==> config.mk <==
export PLATFORM = sky130hd
export DESIGN_NAME = reaction_controller
export DESIGN_NICKNAME = d
export VERILOG_FILES = /design/src/rtl/reaction_pkg.sv /design/src/rtl/delay_timer.sv /design/src/rtl/reaction_controller.sv
export SDC_FILE = /design/constraint.sdc
export NUM_CORES = 1
export LEC_CHECK = 0
export CAP_MARGIN = 20
export CORE_ASPECT_RATIO = 0.7
export CORE_UTILIZATION = 40
export CTS_CLUSTER_SIZE = 16
export DETAILED_ROUTE_END_ITERATION = 8
export PLACE_DENSITY = 0.68
export SLEW_MARGIN = 20
export SYNTH_ARGS = -nofsm -noshare
export SYNTH_HDL_FRONTEND = slang
export SYNTH_SLANG_ARGS = --single-unit
==> constraint.sdc <==
create_clock -name clk -period 3.4 [get_ports clk]
set_clock_uncertainty 0.15 [all_clocks]
set_input_delay 0.68 -clock clk [delete_from_list [all_inputs] [get_ports clk]]
set_output_delay 0.68 -clock clk [all_outputs]
set_load 0.03 [all_outputs]
==> src/rtl/reaction_pkg.sv <==
// Shared types and default timing constants for the reaction-time game controller.
package reaction_pkg;

   typedef enum logic [2:0] {
      IDLE,
      WAIT_DELAY,
      RUN,
      HOLD,
      FAULT
   } state_t;

   localparam int unsigned MIN_DELAY_MS_DEFAULT = 1000;
   localparam int unsigned TIMEOUT_MS_DEFAULT   = 9999;

endpackage

==> src/rtl/delay_timer.sv <==
// Millisecond down-counter for the pre-stimulus random wait.
// expired flags the tick that consumes the final millisecond (count found at 1).
module delay_timer (
   input  logic        clk,
   input  logic        rst_n,
   input  logic        load,
   input  logic [12:0] load_val,
   input  logic        tick,
   output logic        expired
);

   logic [12:0] r_cnt;

   always_ff @(posedge clk or negedge rst_n) begin
      if (!rst_n) begin
         r_cnt <= '0;
      end else if (load) begin
         r_cnt <= load_val;
      end else if (tick && (r_cnt != '0)) begin
         r_cnt <= r_cnt - 13'd1;
      end
   end

   assign expired = tick && (r_cnt == 13'd1);

endmodule

==> src/rtl/reaction_controller.sv <==
// Reaction-time game sequencer: random wait, stimulus lamp, external counter control
// and registered result/false-start/timeout flags.
module reaction_controller
   import reaction_pkg::*;
#(
   parameter int unsigned MIN_DELAY_MS = MIN_DELAY_MS_DEFAULT,
   parameter int unsigned TIMEOUT_MS   = TIMEOUT_MS_DEFAULT
) (
   input  logic        clk,
   input  logic        rst_n,
   input  logic        tick_ms,
   input  logic        start_btn,
   input  logic        react_btn,
   input  logic [11:0] rand_delay,
   input  logic [15:0] count_in,
   output logic        start_counting,
   output logic        end_counting,
   output logic        lights_on,
   output logic        result_valid,
   output logic        false_start,
   output logic        timeout,
   output logic        busy
);

   localparam logic [15:0] TIMEOUT_VAL = 16'(TIMEOUT_MS);
   localparam logic [12:0] MIN_VAL     = 13'(MIN_DELAY_MS);

   state_t      r_state, w_state_nxt;
   logic        r_start_cnt, r_end_cnt, r_lights, r_valid, r_fs, r_to, r_busy;
   logic        w_start_cnt_nxt, w_end_cnt_nxt, w_lights_nxt, w_valid_nxt, w_fs_nxt, w_to_nxt;
   logic        w_load, w_tick, w_expired;
   logic [12:0] w_load_val;

   assign w_load_val = MIN_VAL + {1'b0, rand_delay};
   // A same-cycle react_btn wins, so its tick must not reach the timer either.
   assign w_tick = tick_ms && (r_state == WAIT_DELAY) && !react_btn;

   delay_timer u_delay_timer (
      .clk      (clk),
      .rst_n    (rst_n),
      .load     (w_load),
      .load_val (w_load_val),
      .tick     (w_tick),
      .expired  (w_expired)
   );

   always_comb begin
      w_state_nxt     = r_state;
      w_start_cnt_nxt = 1'b0;
      w_end_cnt_nxt   = 1'b0;
      w_lights_nxt    = r_lights;
      w_valid_nxt     = r_valid;
      w_fs_nxt        = r_fs;
      w_to_nxt        = r_to;
      w_load          = 1'b0;
      case (r_state)
         IDLE, HOLD, FAULT: begin
            if (start_btn) begin
               w_load      = 1'b1;
               w_valid_nxt = 1'b0;
               w_fs_nxt    = 1'b0;
               w_to_nxt    = 1'b0;
               w_state_nxt = WAIT_DELAY;
            end
         end
         WAIT_DELAY: begin
            if (react_btn) begin
               w_fs_nxt    = 1'b1;
               w_state_nxt = FAULT;
            end else if (w_expired) begin
               w_lights_nxt    = 1'b1;
               w_start_cnt_nxt = 1'b1;
               w_state_nxt     = RUN;
            end
         end
         RUN: begin
            if (react_btn) begin
               w_end_cnt_nxt = 1'b1;
               w_lights_nxt  = 1'b0;
               w_valid_nxt   = 1'b1;
               w_state_nxt   = HOLD;
            end else if (count_in >= TIMEOUT_VAL) begin
               w_end_cnt_nxt = 1'b1;
               w_lights_nxt  = 1'b0;
               w_to_nxt      = 1'b1;
               w_state_nxt   = HOLD;
            end
         end
         default: begin
            w_state_nxt = IDLE;
         end
      endcase
   end

   always_ff @(posedge clk or negedge rst_n) begin
      if (!rst_n) begin
         r_state     <= IDLE;
         r_start_cnt <= 1'b0;
         r_end_cnt   <= 1'b0;
         r_lights    <= 1'b0;
         r_valid     <= 1'b0;
         r_fs        <= 1'b0;
         r_to        <= 1'b0;
         r_busy      <= 1'b0;
      end else begin
         r_state     <= w_state_nxt;
         r_start_cnt <= w_start_cnt_nxt;
         r_end_cnt   <= w_end_cnt_nxt;
         r_lights    <= w_lights_nxt;
         r_valid     <= w_valid_nxt;
         r_fs        <= w_fs_nxt;
         r_to        <= w_to_nxt;
         r_busy      <= (w_state_nxt == WAIT_DELAY) || (w_state_nxt == RUN);
      end
   end

   assign start_counting = r_start_cnt;
   assign end_counting   = r_end_cnt;
   assign lights_on      = r_lights;
   assign result_valid   = r_valid;
   assign false_start    = r_fs;
   assign timeout        = r_to;
   assign busy           = r_busy;

endmodule

==> results of run 1 <==
## metrics by stage
step | total power [mW] | worst slack, ps | util [%] | instances | area, um2
2_1_floorplan | 0.737 | 1330 | - | 159 | 1490
3_3_place_gp | 0.879 | 710 | 54.8 | 246 | 1940
3_5_place_dp | 0.896 | 644 | 54.8 | 246 | 1940
4_1_cts | 1.07 | 929 | 56.1 | 250 | 1980
5_1_grt | 1.14 | 809 | 56.1 | 250 | 1980
6_report | 1.07 | 906 | 56.1 | 250 | 1980
## placed cells by master, fill, tap and decap left out, drive strengths merged, types with 3 or more instances in the layout
cell type      instances
a211oi                 3
a21oi                 11
clkbuf                 3
clkdlybuf4s50         39
dfrtp                 23
ha                     4
inv                    4
mux2i                  4
nand2                 13
nand4                  5
nor2                  13
nor3                   8
nor3b                  5
nor4                   6
o21ai                 12
or2                    3
or3                    3
or4                    3
xnor2                 13
xor2                   5
## final cells by class
type	instances	area [um2]	area share, %
clock inverter	1	5.00	0.252
timing repair buffer	40	398	20.1
multi-input combinational	129	886	44.7
clock buffer	3	41.3	2.08
tap	50	62.6	3.15
sequential	23	576	29.0
inverter	4	15.0	0.757
## layer usage
layer  wire (um)  part of all wire [%]  GRT usage, %
met5           0                     0             0
met4           7                  0.20          2.83
met3         211                   6.0          4.00
met2        1600                    46          29.4
met1        1690                    48          29.5
## state kept, by name (all words and copies together) (netlist names)
name,flops
r_state,3
lights_on,1
timeout,1
false_start,1
start_counting,1
end_counting,1
busy,1
result_valid,1
u_delay_timer.r_cnt,13
## logic make-up after synthesis
group                    after synthesis  share of synthesized area (%)
buffers and inverters                  7                           1.93
AND/OR/NAND/NOR                       68                           28.0
XOR/XNOR                              18                           10.6
adder cells (fa/ha/maj)                4                           3.36
AO/OA/AOI/OAI                         35                           14.8
multiplexers                           4                           2.69
flip-flops                            23                           38.6
## cells in the mapped netlist (3+ instances only)
cell type / count / area (um2)
nor3b_1: 5 / 37.5
nor3_1: 7 / 35.0
o21ai_0: 11 / 55.1
nand4_1: 4 / 25.0
a21oi_1: 11 / 55.1
nand2_1: 13 / 48.8
or3_1: 3 / 18.8
dfrtp_1: 23 / 576
xnor2_1: 13 / 114
nor2_1: 12 / 45.0
or2_2: 3 / 18.8
ha_1: 4 / 50.1
nor4_1: 5 / 31.3
xor2_1: 5 / 43.8
mux2i_1: 4 / 40.0
inv_1: 4 / 15.0
## worst register-to-register path, stage by stage (launching register included)
cell	delay, ps
dfrtp_1	430
inv_1	100
ha_1	150
or4b_1	540
nor2_2	270
a211oi_1	130
a21oi_1	180
o21ai_0	110
## report_power, final
group          internal (mW)  total (mW)  switching [mW]  leakage [nW]
Clock                 0.0817       0.167          0.0856        0.0255
Sequential             0.358       0.489           0.130         0.287
Combinational          0.204       0.411           0.207         0.443
## worst max-delay path by stage
stage                     cells past startpoint                      end     startpoint
final                                         6   u_delay_timer.r_cnt[6]      react_btn
after global routing                          5   u_delay_timer.r_cnt[8]      react_btn
after CTS                                     6   u_delay_timer.r_cnt[6]      react_btn
after detailed placement                      6   u_delay_timer.r_cnt[6]      react_btn
after global placement                        6   u_delay_timer.r_cnt[6]      react_btn
after floorplan                               5  u_delay_timer.r_cnt[11]  rand_delay[7]
==> impl_metrics.env, run 1 <==
export IMPL_status="finished, final reports clean"
export IMPL_cts_made_buffers=3
export IMPL_fin_setup_tns_ps=0
export IMPL_whs_path_depth=1
export IMPL_vias=1337
export IMPL_die_y_um=53.1
export IMPL_slew_violations=0
export IMPL_arrival_ps=2470
export IMPL_drt_pre_antenna_iters=4
export IMPL_io_buffers=39
export IMPL_initial_core_util_pct=42.1
export IMPL_drc=0
export IMPL_post_dp_hpwl_um=2750
export IMPL_crit_path_max_fanout=7
export IMPL_h_tree_depth=1
export IMPL_holdWs_ps=354
export IMPL_antenna_found_initial=0
export IMPL_gp_congestion=0.784
export IMPL_ctsHoldBuffers=0
export IMPL_critPathMaxStageDelay_ps=540
export IMPL_clock_fmax_ghz=0.401
export IMPL_die_w_um=75.0
export IMPL_syn_num_nets=196
export IMPL_routed_wl_um=3510
export IMPL_viasPerCell=5.35
export IMPL_drt_iter0_markers=104
export IMPL_critPathSlowestCell="clkdlybuf4s50_1"
export IMPL_worstPathRequired_ps=3380
export IMPL_end_kind="flop"
export IMPL_ff2ff_path_depth=7
export IMPL_nets=238
export IMPL_post_cts_setup_buffers=0
export IMPL_synthCells=159
export IMPL_ios=40
export IMPL_fill_cells=317
export IMPL_rr_endpoint="u_delay_timer.r_cnt[4]"
export IMPL_synth_cell_types=40
export IMPL_hp_start="timeout"
export IMPL_first_global_vias=1191
export IMPL_crit_path_start_kind="primary input"
export IMPL_core_um2=3540
export IMPL_path_clk_slew_ps=80
export IMPL_seq_area_frac_synth_pct=38.6
export IMPL_cp_top_family="simple AND/OR/NAND/NOR gates"
export IMPL_hold_viol_final=0
export IMPL_async_flop_share_pct=100
export IMPL_crit_type="in -> reg"
export IMPL_slew_headroom_pct=54.3
export IMPL_groute_usage_overall_pct=19.7
export IMPL_finalCritPeriodShare_pct=73.4
export IMPL_cts_resized=0
export IMPL_drive_above_1_share_pct=8.50
export IMPL_powerDensity_nw_per_um2=538
export IMPL_wl_per_cell_um=14.1
export IMPL_peakVddDrop_v=0.000305
export IMPL_grt_overflow=0
export IMPL_syn_area_um2=1490
export IMPL_ant_nets=0
export IMPL_worst_pin_slew_ps=686
export IMPL_ys_seq_elements=23
export IMPL_setup_viol=0
export IMPL_hold_path_class="reg -> reg"
export IMPL_r2r_start="u_delay_timer.r_cnt[0]"
export IMPL_cts_sinks=23
export IMPL_cts_tree="built"
export IMPL_cts_max_path_buffers=2
export IMPL_cts_root_buf="clkbuf_8"
export IMPL_max_cap_violations=0
export IMPL_p_leak_nw=0.755
export IMPL_row_count=18
export IMPL_grt_max_degree=24
export IMPL_grt_pass1_wl_um=5730
export IMPL_r2r_setup_slack_ps=1200
export IMPL_grt_setup_unrepaired="false"
export IMPL_hold_path_end="timeout"
export IMPL_avgSynthCellArea_um2=9.37
export IMPL_ys_flop_type="dfrtp_1"
export IMPL_synth_edf_count=0
export IMPL_worstSkewPairLatency_ps=260
export IMPL_cp_num_buf_inv=1
export IMPL_die_area_um2=3980
export IMPL_antenna_cells=0
export IMPL_path_cells="clkdlybuf4s50_1, nor4b_4, nand4_2, a2111oi_2, xnor2_1, o21ai_1"
export IMPL_syn2layout_area_growth_pct=33.1
export IMPL_fin_crit_ps=2490
export IMPL_yosysWarnings=0
(Power assumes the default switching activity.)
==> inputs of run 2 (changes only) <==
--- a/config.mk
+++ b/config.mk
@@ -10,7 +10,7 @@
 export CORE_UTILIZATION = 40
 export CTS_CLUSTER_SIZE = 16
 export DETAILED_ROUTE_END_ITERATION = 8
-export PLACE_DENSITY = 0.68
+export PLACE_DENSITY = 0.71
 export SLEW_MARGIN = 20
 export SYNTH_ARGS = -nofsm -noshare
 export SYNTH_HDL_FRONTEND = slang
==> constraint.sdc (replaced) <==
create_clock -name clk -period 2.1 [get_ports clk]
set_clock_uncertainty 0.15 [all_clocks]
set_input_delay 0.42 -clock clk [delete_from_list [all_inputs] [get_ports clk]]
set_output_delay 0.42 -clock clk [all_outputs]
set_load 0.03 [all_outputs]
==> run 2 against run 1 <==
Compared with the run above: hold slack lost 3.9 ps; sequential cell count stayed put; largest cell class unchanged; combinational power rose by 120%; setup slack lost 910 ps; critical endpoint is now u_delay_timer.r_cnt[0]; via count is 8.0% higher; critical path type is now reg -> reg; sequential power rose by 57%; the flow now finishes with violations (negative setup slack); clock power is 71% higher; first-iteration DRC count is 32% lower; highest routed layer unchanged; utilization is 6.2 points higher; power up 84%.
==> impl_metrics.env, run 2 (synthesis results as in run 1) <==
export IMPL_h_tree_depth=1
export IMPL_crit_path_start_kind="flop"
export IMPL_core_um2=3540
export IMPL_vias=1444
export IMPL_p_leak_nw=0.869
export IMPL_slew_violations=0
export IMPL_path_cells="inv_2, ha_4, or4b_4, nor3_4, nor2_2, xnor2_1, o21ai_1"
export IMPL_die_w_um=75.0
export IMPL_nets=260
export IMPL_largest_registers="u_delay_timer.r_cnt x13, r_state x3"
export IMPL_clock_fmax_ghz=0.475
export IMPL_grt_max_degree=24
export IMPL_critPathMaxStageDelay_ps=500
export IMPL_crit_type="reg -> reg"
export IMPL_post_dp_hpwl_um=3120
export IMPL_die_area_um2=3980
export IMPL_gp_congestion=0.858
export IMPL_grt_pass1_wl_um=6490
export IMPL_worstSkewPairLatency_ps=270
export IMPL_cts_root_buf="clkbuf_8"
export IMPL_powerDensity_nw_per_um2=890
export IMPL_finalCritPeriodShare_pct=100
export IMPL_critPathSlowestCell="or4b_4"
export IMPL_peakVddDrop_v=0.000486
export IMPL_crit_path_max_fanout=6
export IMPL_routed_wl_um=4130
export IMPL_violations="negative setup slack"
export IMPL_groute_usage_overall_pct=22.1
export IMPL_row_count=18
export IMPL_clkPwrFrac_pct=14.6
export IMPL_regMostFlops="u_delay_timer.r_cnt"
export IMPL_ctsHoldBuffers=0
export IMPL_worstPathRequired_ps=2110
export IMPL_end_kind="flop"
export IMPL_cts_tree="built"
export IMPL_fin_crit_ps=2110
export IMPL_drt_pre_antenna_iters=5
export IMPL_antenna_cells=0
export IMPL_viasPerCell=5.31
export IMPL_largest_reg_flops=13
export IMPL_setup_ws_ps=-6.62
export IMPL_combPwrFrac_pct=46.3
export IMPL_p_sw_mw=0.784
export IMPL_die_y_um=53.1
export IMPL_slew_headroom_pct=68.0
export IMPL_grt_overflow=0
export IMPL_drt_iter0_markers=71
export IMPL_worst_pin_slew_ps=476
export IMPL_final_util_pct=62.2
export IMPL_path_clk_slew_ps=80
export IMPL_antenna_found_initial=0
export IMPL_cts_sinks=23
export IMPL_hold_viol_final=0
export IMPL_grt_setup_unrepaired="true"
export IMPL_first_global_vias=1428
export IMPL_io_buffers=39
export IMPL_p_seq_share_pct=39.1
export IMPL_mostFrequentLayoutCell="clkdlybuf4s50_1"
export IMPL_initial_core_util_pct=42.1
export IMPL_wl_per_cell_um=15.2
export IMPL_hold_path_class="in -> async"
export IMPL_arrival_ps=2110
export IMPL_max_cap_violations=0
export IMPL_ant_nets=0
export IMPL_cts_max_path_buffers=2
export IMPL_ff2ff_path_depth=7
export IMPL_status="complete, but fails checks"
export IMPL_cts_made_buffers=3
export IMPL_ios=40
export IMPL_p_int_mw=1.17
export IMPL_swShare_pct=40.0
export IMPL_final_cell_mix="39 x clkdlybuf4s50_1, 23 x dfrtp_1, 23 x buf_4, 13 x xnor2_1, 12 x nand2_1"
export IMPL_drc=0
export IMPL_drive_above_1_share_pct=23.0
export IMPL_syn2layout_area_growth_pct=47.7
export IMPL_power_mw=1.96
export IMPL_setup_viol=1
run 2: worst paths after layout:
kind,startpoint,endpoint,slack [ps]
worst max-delay path,u_delay_timer.r_cnt[1],u_delay_timer.r_cnt[0],-7
worst min-delay path,rst_n,end_counting,350
worst max register to register,u_delay_timer.r_cnt[1],u_delay_timer.r_cnt[0],-7
worst min register to register,result_valid,result_valid,360
max in group asynchronous,rst_n,u_delay_timer.r_cnt[7],1220
min in group clk,result_valid,result_valid,360
run 2: metal layers:
layer	track usage, %	share of wire [%]	vias up
met1	30.1	45	683
met3	4.19	5.1	6
met2	36.3	49	42
met5	0	0	-
met4	4.40	0.78	0
li1	-	-	713
run 2: final cells by class:
cell class | count | area [um2]
fillers | 308 | 1340
well taps | 50 | 62.6
clock inverters | 1 | 5.00
clock buffers | 3 | 41.3
inverters | 4 | 15.0
flip-flops and latches | 23 | 576
repair buffers | 62 | 563
multi-input cells | 129 | 938
run 2: critical path, delay by kind of cell, from the launching register on:
family / cells / cell delay [ps]
xor gates and xnor gates: 1 / 210
AOI/OAI and AO/OA: 1 / 110
adders and majority gates: 1 / 140
DFF: 1 / 390
buffers and inverters: 1 / 90
and+or+nand+nor: 3 / 900
run 2: power groups by stage:
stage               sequential, mW  combinational (mW)  clock [mW]
detailed placement           0.756               0.796           0
finish                       0.766               0.906       0.286
floorplan                    0.783               0.410           0
global route                 0.783               0.983       0.298
CTS                          0.750               0.809       0.288
global placement             0.742               0.776           0
run 2: repair_timing:
action	CTS	global route
endpoints found under the setup margin	2	11
buffers inserted	0	2
pin swaps	1	6
gates resized for setup	2	16
run 2: through the flow:
| step | TNS (ps) | setup slack (ps) | area (um2) | hold slack (ps) | cells |
|---|---|---|---|---|---|
| 6_report | -6.62 | -6.62 | 2200 | 350 | 272 |
| 5_1_grt | -282 | -87.2 | 2200 | 387 | 272 |
| 4_1_cts | 0 | 17.5 | 2140 | 365 | 270 |
| 3_5_place_dp | -2500 | -220 | 2090 | 350 | 266 |
| 3_3_place_gp | -2180 | -218 | 2090 | 327 | 266 |
| 2_1_floorplan | 0 | 159 | 1490 | -25.6 | 159 |
==> inputs of run 3 (changes only) <==
==> constraint.sdc (replaced) <==
create_clock -name clk -period 2.1 [get_ports clk]
set_clock_uncertainty 0.15 [all_clocks]
set_input_delay 0.42 -clock clk [delete_from_list [all_inputs] [get_ports clk]]
set_output_delay 0.42 -clock clk [all_outputs]
set_load 0.02 [all_outputs]
==> results of run 3 <==
Same layout as run 2 (identical final DEF). Status: complete, but fails checks: negative setup slack.
Main changes from that run: total power 1.96 mW -> 1.94 mW
==> patch, RTL diff (flow settings as in run 2) <==
Encoding of `state_t`: now one-hot (5 bits for 5 states).
--- a/src/rtl/reaction_pkg.sv
+++ b/src/rtl/reaction_pkg.sv
@@ -1,12 +1,12 @@
 // Shared types and default timing constants for the reaction-time game controller.
 package reaction_pkg;
 
-   typedef enum logic [2:0] {
-      IDLE,
-      WAIT_DELAY,
-      RUN,
-      HOLD,
-      FAULT
+   typedef enum logic [4:0] {
+      IDLE       = 5'b00001,
+      WAIT_DELAY = 5'b00010,
+      RUN        = 5'b00100,
+      HOLD       = 5'b01000,
+      FAULT      = 5'b10000
    } state_t;
 
    localparam int unsigned MIN_DELAY_MS_DEFAULT = 1000;
Formal check against the unedited RTL: same outputs for any inputs over 10 cycles, from zero or initial values and one cycle with rst_n low; not proved beyond that.
==> patch against run 2 <==
  * Non-clock buffer count increased by 9
  * Routed wire length rose by 9.8%
  * Global-route usage increased by 0.77 points
  * Worst hold slack better by 0.0023 ns
  * Sequential cell count increased by 2
  * Sequential share of layout area grew 0.21 points
  * Worst setup slack gained 0.018 ns
  * Synthesized area up 7.6%
  * Power grew 10%
  * Sequential power up 9.9%
  * Final area increased by 8.2%
  * Final cell count is 6.6% higher
  * Largest power group unchanged
==> patch: results (changes against run 2) <==
metric;value;unit;change
status;complete, no violations;;
fraction of final layout cells sized beyond drive strength 1;26.25;%;+3.3 points
fraction of area in registers;26.37;%;+0.21 points
worst-path maximum fanout;4;;-2
arrival time reported for the critical path endpoint;2.14;ns;+0.03 ns
first-pass iteration count of the detailed router;4;;-1
DP Worst Slack;-0.3067;ns;-0.08655 ns
cell with the largest stage delay on the worst path;sky130_fd_sc_hd__or4_4;;
fraction of power consumed by sequential logic;38.9;%;-0.2 points
endpoint of the most critical register-to-register path;u_delay_timer.r_cnt[9]$_DFFE_PN0P_;;
worst reg2reg setup slack;0.01;ns;+0.02 ns
Synth Area in Compound Gates;15.13;%;+0.36 points
P_leak;0.9584;nW;+10%
cell count after synthesis;173;;+8.8%
wire length on met3;353;µm;+67%
arithmetic-cell share of the synthesized area counting full adders, half adders and majority gates;3.120;%;-0.24 points
violation count after the first detailed-route iteration;101;;+42%
multi-input logic portion of the cell area;41.33;%;-1.3 points
power in the clock group;300;µW;+5%
Overall Global Routing Usage;22.83;%;+0.77 points
mux cell area share after synthesis;1.326;%;-1.4 points
vias post-DR;1618;;+12%
Post-CTS Setup Inserts;1;;+1
vias in the first global route;1525;;+6.8%
Resized cells post-CTS;1;;-1
cells on worst reg2reg path;5;;-2
estimated wirelength of the detail-placed design;3477;µm;+11%
wire length on met2;2040;µm;+1.3%
GR met3 Demand/Resource;3.770;%;-0.42 points
Post-Route M1 WL;2093;µm;+12%
wire length of the first global-routing pass;7279;µm;+12%
XOR/XNOR share of the synthesized area;10.37;%;-0.20 points
met1 layer usage reported by global route;30.81;%;+0.68 points
layout buffer count excluding clock buffers;71;;+15%
weighted congestion reported at the end of routability-driven placement;0.8719;;+1.6%
synthesis-to-finish area growth;48.52;%;
fin nets;278;;+6.9%
Filler cells;304;;-1.3%
number of non-filler instances in the completed layout;290;;+6.6%
post-synth cell types;50;;+25%
final worst hold slack;0.3522;ns;+0.002299 ns
met2 usage;38.35;%;+2.0 points
utilization after layout;64.89;%;+2.7 points
worst reg2reg startpoint;u_delay_timer.r_cnt[3]$_DFFE_PN0P_;;
sum of internal, switching and leakage power;2.163;mW;+10%
clock network area share;2.048;%;-0.055 points
sw frac;40.91;%;+0.88 points
drt total wl;4533;µm;+9.8%
pin count of the biggest net entering global routing;28;;+17%
Seq cells;25;;+8.7%
dpl cell area;0.002273;mm²;+8.9%
slew margin rel.;74.56;%;+6.6 points
area of combinational cells with multiple inputs;984.7;µm²;+4.9%
sequential-to-total area share from yosys stat;39.08;%;+0.46 points
CP max stage delay;0.56;ns;+0.06 ns
Post-synth top cells;24 x sky130_fd_sc_hd__dfrtp_1, 21 x sky130_fd_sc_hd__nor2_1, 15 x sky130_fd_sc_hd__a21oi_1;;
fraction of area in non-clock buffers;27.00;%;+1.4 points
==> patch: how the worst max path moves through the flow <==
| stage | cells past startpoint | start | slack [ns] | endpoint |
|---|---|---|---|---|
| after CTS | 7 | u_delay_timer.r_cnt[0]$_DFFE_PN0P_ | 0.0002 | u_delay_timer.r_cnt[9]$_DFFE_PN0P_ |
| final | 5 | u_delay_timer.r_cnt[3]$_DFFE_PN0P_ | 0.01 | u_delay_timer.r_cnt[9]$_DFFE_PN0P_ |
| after detailed placement | 7 | react_btn | -0.31 | u_delay_timer.r_cnt[11]$_DFFE_PN0P_ |
| after floorplan | 5 | u_delay_timer.r_cnt[2]$_DFFE_PN0P_ | 0.02 | u_delay_timer.r_cnt[9]$_DFFE_PN0P_ |
| after global routing | 5 | u_delay_timer.r_cnt[3]$_DFFE_PN0P_ | -0.03 | u_delay_timer.r_cnt[9]$_DFFE_PN0P_ |
| after global placement | 7 | react_btn | -0.23 | u_delay_timer.r_cnt[10]$_DFFE_PN0P_ |
